==> config.mk <==
export PLATFORM = sky130hd
export DESIGN_NAME = tt_um_jleugeri_token_event_recorder
export DESIGN_NICKNAME = d
export VERILOG_FILES = /design/src/rtl/tt_um_jleugeri_token_pkg.sv /design/src/rtl/tt_um_jleugeri_sync_fifo.sv /design/src/rtl/tt_um_jleugeri_token_event_recorder.sv
export SDC_FILE = /design/constraint.sdc
export NUM_CORES = 1
export LEC_CHECK = 0
export CORE_ASPECT_RATIO = 0.75
export CORE_MARGIN = 1.5
export CORE_UTILIZATION = 40
export CTS_BUF_LIST = sky130_fd_sc_hd__clkbuf_8
export DETAILED_ROUTE_END_ITERATION = 10
export PLACE_DENSITY = 0.64
export SYNTH_ARGS = -nofsm -noshare
export SYNTH_HDL_FRONTEND = slang
export SYNTH_SLANG_ARGS = --single-unit
==> constraint.sdc <==
create_clock -name clk -period 4.3 [get_ports clk]
set_input_delay 0.645 -clock clk [delete_from_list [all_inputs] [get_ports clk]]
set_output_delay 0.645 -clock clk [all_outputs]
set_load 0.05 [all_outputs]
==> src/rtl/tt_um_jleugeri_token_pkg.sv <==
// Shared types for the token event recorder: record kind, token state and record layout.
// Optional length measurement is enabled by defining TOKEN_RECORDER_LENGTH_EN.
package tt_um_jleugeri_token_pkg;

    typedef enum logic {
        KIND_START = 1'b0,
        KIND_END   = 1'b1
    } rec_kind_t;

    typedef enum logic {
        ST_IDLE = 1'b0,
        ST_ON   = 1'b1
    } token_state_t;

    localparam int REC_TIME_BITS   = 8;
    localparam int REC_LENGTH_BITS = 8;

    // Field order (kind, time, length) is the packing used for every FIFO word, MSB first.
    typedef struct packed {
        rec_kind_t                   kind;
        logic [REC_TIME_BITS-1:0]    tstamp;
        logic [REC_LENGTH_BITS-1:0]  length;
    } token_record_t;

endpackage

==> src/rtl/tt_um_jleugeri_sync_fifo.sv <==
// Single-clock FIFO with first-word-fall-through head; a push into a full FIFO is
// accepted only when a pop happens in the same cycle.
module tt_um_jleugeri_sync_fifo #(
    parameter int WIDTH = 17,
    parameter int DEPTH = 4,
    localparam int AW = $clog2(DEPTH),
    localparam int CW = AW + 1
) (
    input  logic             clk,
    input  logic             rst_n,
    input  logic             push,
    input  logic [WIDTH-1:0] push_data,
    input  logic             pop,
    output logic [WIDTH-1:0] pop_data,
    output logic             full,
    output logic             empty,
    output logic [CW-1:0]    count
);

    logic [WIDTH-1:0] mem [DEPTH];
    logic [AW-1:0]    wr_ptr_reg;
    logic [AW-1:0]    rd_ptr_reg;
    logic [CW-1:0]    count_reg;
    logic             do_push;
    logic             do_pop;

    assign empty   = (count_reg == '0);
    assign full    = (count_reg == CW'(DEPTH));
    assign count   = count_reg;
    assign do_pop  = pop && !empty;
    assign do_push = push && (!full || do_pop);

    // Head is masked while empty so stale storage never appears on the outputs.
    assign pop_data = empty ? '0 : mem[rd_ptr_reg];

    always_ff @(posedge clk) begin
        if (do_push) begin
            mem[wr_ptr_reg] <= push_data;
        end
    end

    always_ff @(posedge clk or negedge rst_n) begin
        if (!rst_n) begin
            wr_ptr_reg <= '0;
            rd_ptr_reg <= '0;
            count_reg  <= '0;
        end else begin
            if (do_push) begin
                wr_ptr_reg <= wr_ptr_reg + 1'b1;
            end
            if (do_pop) begin
                rd_ptr_reg <= rd_ptr_reg + 1'b1;
            end
            if (do_push && !do_pop) begin
                count_reg <= count_reg + 1'b1;
            end else if (do_pop && !do_push) begin
                count_reg <= count_reg - 1'b1;
            end
        end
    end

endmodule

==> src/rtl/tt_um_jleugeri_token_event_recorder.sv <==
// Timestamps token start/end pulses into a record FIFO and flags protocol errors and drops.
// Define TOKEN_RECORDER_LENGTH_EN to measure the on-length carried by end records.
module tt_um_jleugeri_token_event_recorder
    import tt_um_jleugeri_token_pkg::*;
#(
    parameter int TIMESTAMP_BITS = 8,
    parameter int LENGTH_BITS    = 8,
    parameter int FIFO_DEPTH     = 4
) (
    input  logic                          clk,
    input  logic                          rst_n,
    input  logic                          token_start,
    input  logic                          token_end,
    output logic                          rec_valid,
    input  logic                          rec_ready,
    output logic                          rec_kind,
    output logic [TIMESTAMP_BITS-1:0]     rec_time,
    output logic [LENGTH_BITS-1:0]        rec_length,
    output logic [$clog2(FIFO_DEPTH):0]   fifo_count,
    output logic                          overflow,
    output logic                          protocol_error,
    input  logic                          clear_errors
);

    localparam int REC_W = 1 + TIMESTAMP_BITS + LENGTH_BITS;

    token_state_t              state_reg;
    token_state_t              state_next;
    logic [TIMESTAMP_BITS-1:0] ts_reg;
    logic [LENGTH_BITS-1:0]    length_value;
    logic                      push;
    rec_kind_t                 push_kind;
    logic                      perr_set;
    logic                      restart_len;
    logic                      pop;
    logic                      full;
    logic                      empty;
    logic [REC_W-1:0]          push_data;
    logic [REC_W-1:0]          pop_data;
    logic                      overflow_reg;
    logic                      perr_reg;

    always_comb begin
        state_next  = state_reg;
        push        = 1'b0;
        push_kind   = KIND_START;
        perr_set    = 1'b0;
        restart_len = 1'b0;
        if (token_start && token_end) begin
            perr_set = 1'b1;
        end else if (token_start) begin
            // A start while already on is flagged but still recorded as a fresh start.
            push        = 1'b1;
            restart_len = 1'b1;
            state_next  = ST_ON;
            perr_set    = (state_reg == ST_ON);
        end else if (token_end) begin
            if (state_reg == ST_ON) begin
                push       = 1'b1;
                push_kind  = KIND_END;
                state_next = ST_IDLE;
            end else begin
                perr_set = 1'b1;
            end
        end
    end

    always_ff @(posedge clk or negedge rst_n) begin
        if (!rst_n) begin
            state_reg <= ST_IDLE;
            ts_reg    <= '0;
        end else begin
            state_reg <= state_next;
            ts_reg    <= ts_reg + 1'b1;
        end
    end

`ifdef TOKEN_RECORDER_LENGTH_EN
    logic [LENGTH_BITS-1:0] len_reg;

    // len_reg equals cycles elapsed since the accepted start, saturating at all-ones.
    always_ff @(posedge clk or negedge rst_n) begin
        if (!rst_n) begin
            len_reg <= '0;
        end else if (restart_len) begin
            len_reg <= LENGTH_BITS'(1);
        end else if (state_next == ST_IDLE) begin
            len_reg <= '0;
        end else if (len_reg != '1) begin
            len_reg <= len_reg + 1'b1;
        end
    end

    assign length_value = (push_kind == KIND_END) ? len_reg : '0;
`else
    assign length_value = '0;
`endif

    assign push_data = {push_kind, ts_reg, length_value};
    assign rec_valid = !empty;
    assign pop       = rec_valid && rec_ready;

    tt_um_jleugeri_sync_fifo #(
        .WIDTH (REC_W),
        .DEPTH (FIFO_DEPTH)
    ) u_fifo (
        .clk       (clk),
        .rst_n     (rst_n),
        .push      (push),
        .push_data (push_data),
        .pop       (pop),
        .pop_data  (pop_data),
        .full      (full),
        .empty     (empty),
        .count     (fifo_count)
    );

    assign {rec_kind, rec_time, rec_length} = pop_data;

    always_ff @(posedge clk or negedge rst_n) begin
        if (!rst_n) begin
            overflow_reg <= 1'b0;
            perr_reg     <= 1'b0;
        end else if (clear_errors) begin
            overflow_reg <= 1'b0;
            perr_reg     <= 1'b0;
        end else begin
            if (push && full && !pop) begin
                overflow_reg <= 1'b1;
            end
            if (perr_set) begin
                perr_reg <= 1'b1;
            end
        end
    end

    assign overflow       = overflow_reg;
    assign protocol_error = perr_reg;

endmodule
==> results_tabular.tex <==
\begin{tabular}{lr}
\hline
Metric & Value \\
\hline
\multicolumn{2}{l}{\textbf{Run status}} \\
Run status & finished clean \\
\multicolumn{2}{l}{\textbf{Placed design}} \\
Port-buffer cells & 20 \\
Post-detail-place hpwl & 2510 um \\
Placer's final routability congestion estimate & 0.706 \\
Placed Cells & 228 \\
Worst slack after detailed placement & 1370 ps \\
\multicolumn{2}{l}{\textbf{STA}} \\
Least-Margin Pin Slew & 817 ps \\
Slew Limit Headroom & 45.4\% \\
Unrepaired setup endpoints after global routing & false \\
Setup violation total in the final timing report & 0 \\
Fin crit share & 74.6\% \\
Min setup slack post-route & 1090 ps \\
Number of pins exceeding their max-slew limit in the final report & 0 \\
Skew final & 9.69 ps \\
Fmax & 0.312 GHz \\
Hold violation count in the final report & 0 \\
Final critical path time including I/O delays and setup & 3210 ps \\
Summed negative setup slack over all endpoints & 0 ps \\
\multicolumn{2}{l}{\textbf{Cells and area}} \\
Most common library cell in the layout ignoring fill and taps & sky130\_fd\_sc\_hd\_\_edfxtp\_1 \\
Number of cells in the finished layout apart from fillers & 236 \\
Share of layout cells above drive strength 1 & 12.4\% \\
Most frequent cells in the layout & 36 x sky130\_fd\_sc\_hd\_\_edfxtp\_1, 20 x sky130\_fd\_sc\_hd\_\_clkdlybuf4s50\_1, 18 x sky130\_fd\_sc\_hd\_\_dfrtp\_1 \\
Layout Nets & 174 \\
Area growth from synthesis to layout & 14.1\% \\
Antenna Diode Count & 0 \\
Flip-flop count of the largest register, all copies and words added & 36 \\
\multicolumn{2}{l}{\textbf{Logic synthesis}} \\
Library cell occupying the most area in the post-synthesis netlist & sky130\_fd\_sc\_hd\_\_edfxtp\_1 \\
Total of warnings raised by yosys & 0 \\
Share of Yosys cell area claimed by the top area cell type & 46.9\% \\
Mean Syn Cell Area & 16.8 um2 \\
Number of enable flip-flop cells after synthesis & 36 \\
Number of flip-flops and latches in the synthesized netlist & 54 \\
Async set-reset flop share out of synthesis & 33.3\% \\
Post-Synthesis Cell Area & 0.00231 mm2 \\
Synth area leaders & sky130\_fd\_sc\_hd\_\_edfxtp\_1 47\%, sky130\_fd\_sc\_hd\_\_dfrtp\_1 20\%, sky130\_fd\_sc\_hd\_\_mux4\_2 7.8\% \\
Number of instances in the synthesized netlist & 137 \\
Sequential cell area fraction in the yosys report & 66.4\% \\
Synth cell types & 30 \\
Most frequently used flop master after synthesis & sky130\_fd\_sc\_hd\_\_edfxtp\_1 \\
\multicolumn{2}{l}{\textbf{Routing}} \\
Final wirelength & 3580 um \\
Final antenna-violating net count & 0 \\
Remaining DRCs & 0 \\
Total number of vias & 1117 \\
Number of DRC markers after the initial detailed-route iteration & 75 \\
Total iterations of the first detailed-routing run & 4 \\
Per-cell routed wire length & 15.2 um \\
Via density per instance & 4.73 \\
\multicolumn{2}{l}{\textbf{Clock network}} \\
H-tree depth & 2 \\
CTS tree & built \\
CTS clock-pin slew for the worst setup and hold paths & 90 ps \\
Worst-skew pair later-pin latency & 300 ps \\
Clock buffer depth & 2 \\
Sinks on the clock net & 54 \\
CTS Root Cell & sky130\_fd\_sc\_hd\_\_clkbuf\_8 \\
Number of buffers created by CTS & 5 \\
Hold-fix buffers at CTS & 0 \\
Post CTS Setup Buffer Count & 0 \\
Post-cts repair resize count & 0 \\
\multicolumn{2}{l}{\textbf{GRT}} \\
Via count of the first global-routing pass & 1123 \\
First-pass GRT wire length & 5660 um \\
Total global-route track usage & 12.8\% \\
Largest net degree at the start of global routing & 19 \\
Global route total overflow & 0 \\
Antenna violations before repair & 0 \\
\multicolumn{2}{l}{\textbf{Worst hold path}} \\
Worst min-delay path category & reg2reg \\
\multicolumn{2}{l}{\textbf{Die}} \\
Cell Rows & 23 \\
Num ports & 29 \\
Die Footprint & 0.00623 mm2 \\
Die Span Y & 68.8 um \\
Initial core utilization & 42.4\% \\
Die width & 90.7 um \\
CORE AREA & 0.00544 mm2 \\
\multicolumn{2}{l}{\textbf{Power and ir drop}} \\
Reported leakage power & 0.991 nW \\
Power density over the cells & 669 mW/mm2 \\
Maximum vdd ir drop & 0.000181 V \\
\multicolumn{2}{l}{\textbf{Critical path}} \\
Type of element capturing the critical path & output port \\
Worst-path maximum fanout & 11 \\
Arrival time at the worst endpoint & 2560 ps \\
Data required time at the worst endpoint & 3650 ps \\
Element type at the critical path start & register \\
Worst setup path category & reg2out \\
\multicolumn{2}{l}{\textbf{Flow run}} \\
MaxCap Viol Count & 0 \\
\hline
\end{tabular}
## cells by family after synthesis
family                     Yosys count  share of synthesized area (%)
xor gates and xnor gates            12                           4.56
DFF                                 54                           66.4
muxes                               12                           10.4
adders and majority gates            8                           4.67
buffers and inverters               15                           4.12
and+or+nand+nor                     31                           8.19
AOI/OAI and AO/OA                    4                           1.47
other                                1                          0.163
## final timing paths
check / startpoint / end / slack, ps / cells past startpoint
max: u_fifo.rd_ptr_reg[0] / rec_kind / 1090 / 3
max reg2reg: u_fifo.count[1] / u_fifo.count[2] / 1950 / 8
min: u_fifo.count[2] / u_fifo.count[2] / 510 / 1
min reg2reg: u_fifo.count[2] / u_fifo.count[2] / 510 / 1
max in group asynchronous: rst_n / ts_reg[5] / 2980 / 1
min in group asynchronous: rst_n / u_fifo.count[0] / 800 / 1
## where the power goes
group / switching [W] / internal [W] / total (W)
Combinational: 0.000450 / 0.000305 / 0.000755
Clock: 0.000154 / 0.000112 / 0.000266
Sequential: 0.0000943 / 0.000644 / 0.000738
Total: 0.000699 / 0.00106 / 0.00176
## critical path, stage by stage, from the launching register on
cell and delay, ps:
sky130_fd_sc_hd__dfrtp_1 770, sky130_fd_sc_hd__mux4_1 630, sky130_fd_sc_hd__and2_1 170, sky130_fd_sc_hd__clkdlybuf4s50_1 690
## synthesized netlist by cell type, drive strengths merged (3+ instances only)
library cell,count
nor2,5
buf,10
edfxtp,36
and2,13
nand3,3
xor2,6
dfrtp,18
mux4,9
xnor2,6
ha,7
inv,4
mux2,3
nand2,4
## area by class of cell
type,count,area [um2]
Fill cell,431,2810
Sequential cell,54,1530
Multi-Input combinational cell,75,706
Timing Repair Buffer,20,200
Tap cell,75,93.8
Clock buffer,5,68.8
Clock inverter,3,16.3
Inverter,4,15.0
## layer usage
layer | vias to the layer above | share of wire [%] | global-route usage (%)
met4 | 0 | 1.8 | 7.14
met1 | 560 | 45 | 15.4
met5 | - | 0 | 0
li1 | 526 | - | -
met3 | 5 | 3.2 | 2.63
met2 | 26 | 50 | 22.3
## metrics by stage
step	hold slack [ps]	util (%)	total power [W]	cell area, um2
finish	513	48.4	0.00176	2630
global route	539	48.4	0.00186	2630
CTS	517	48.4	0.00178	2630
detailed placement	499	46.8	0.00152	2550
global placement	489	46.8	0.00150	2550
floorplan	349	-	0.00130	2330
No activity file was read; power rests on OpenSTA's default activity.
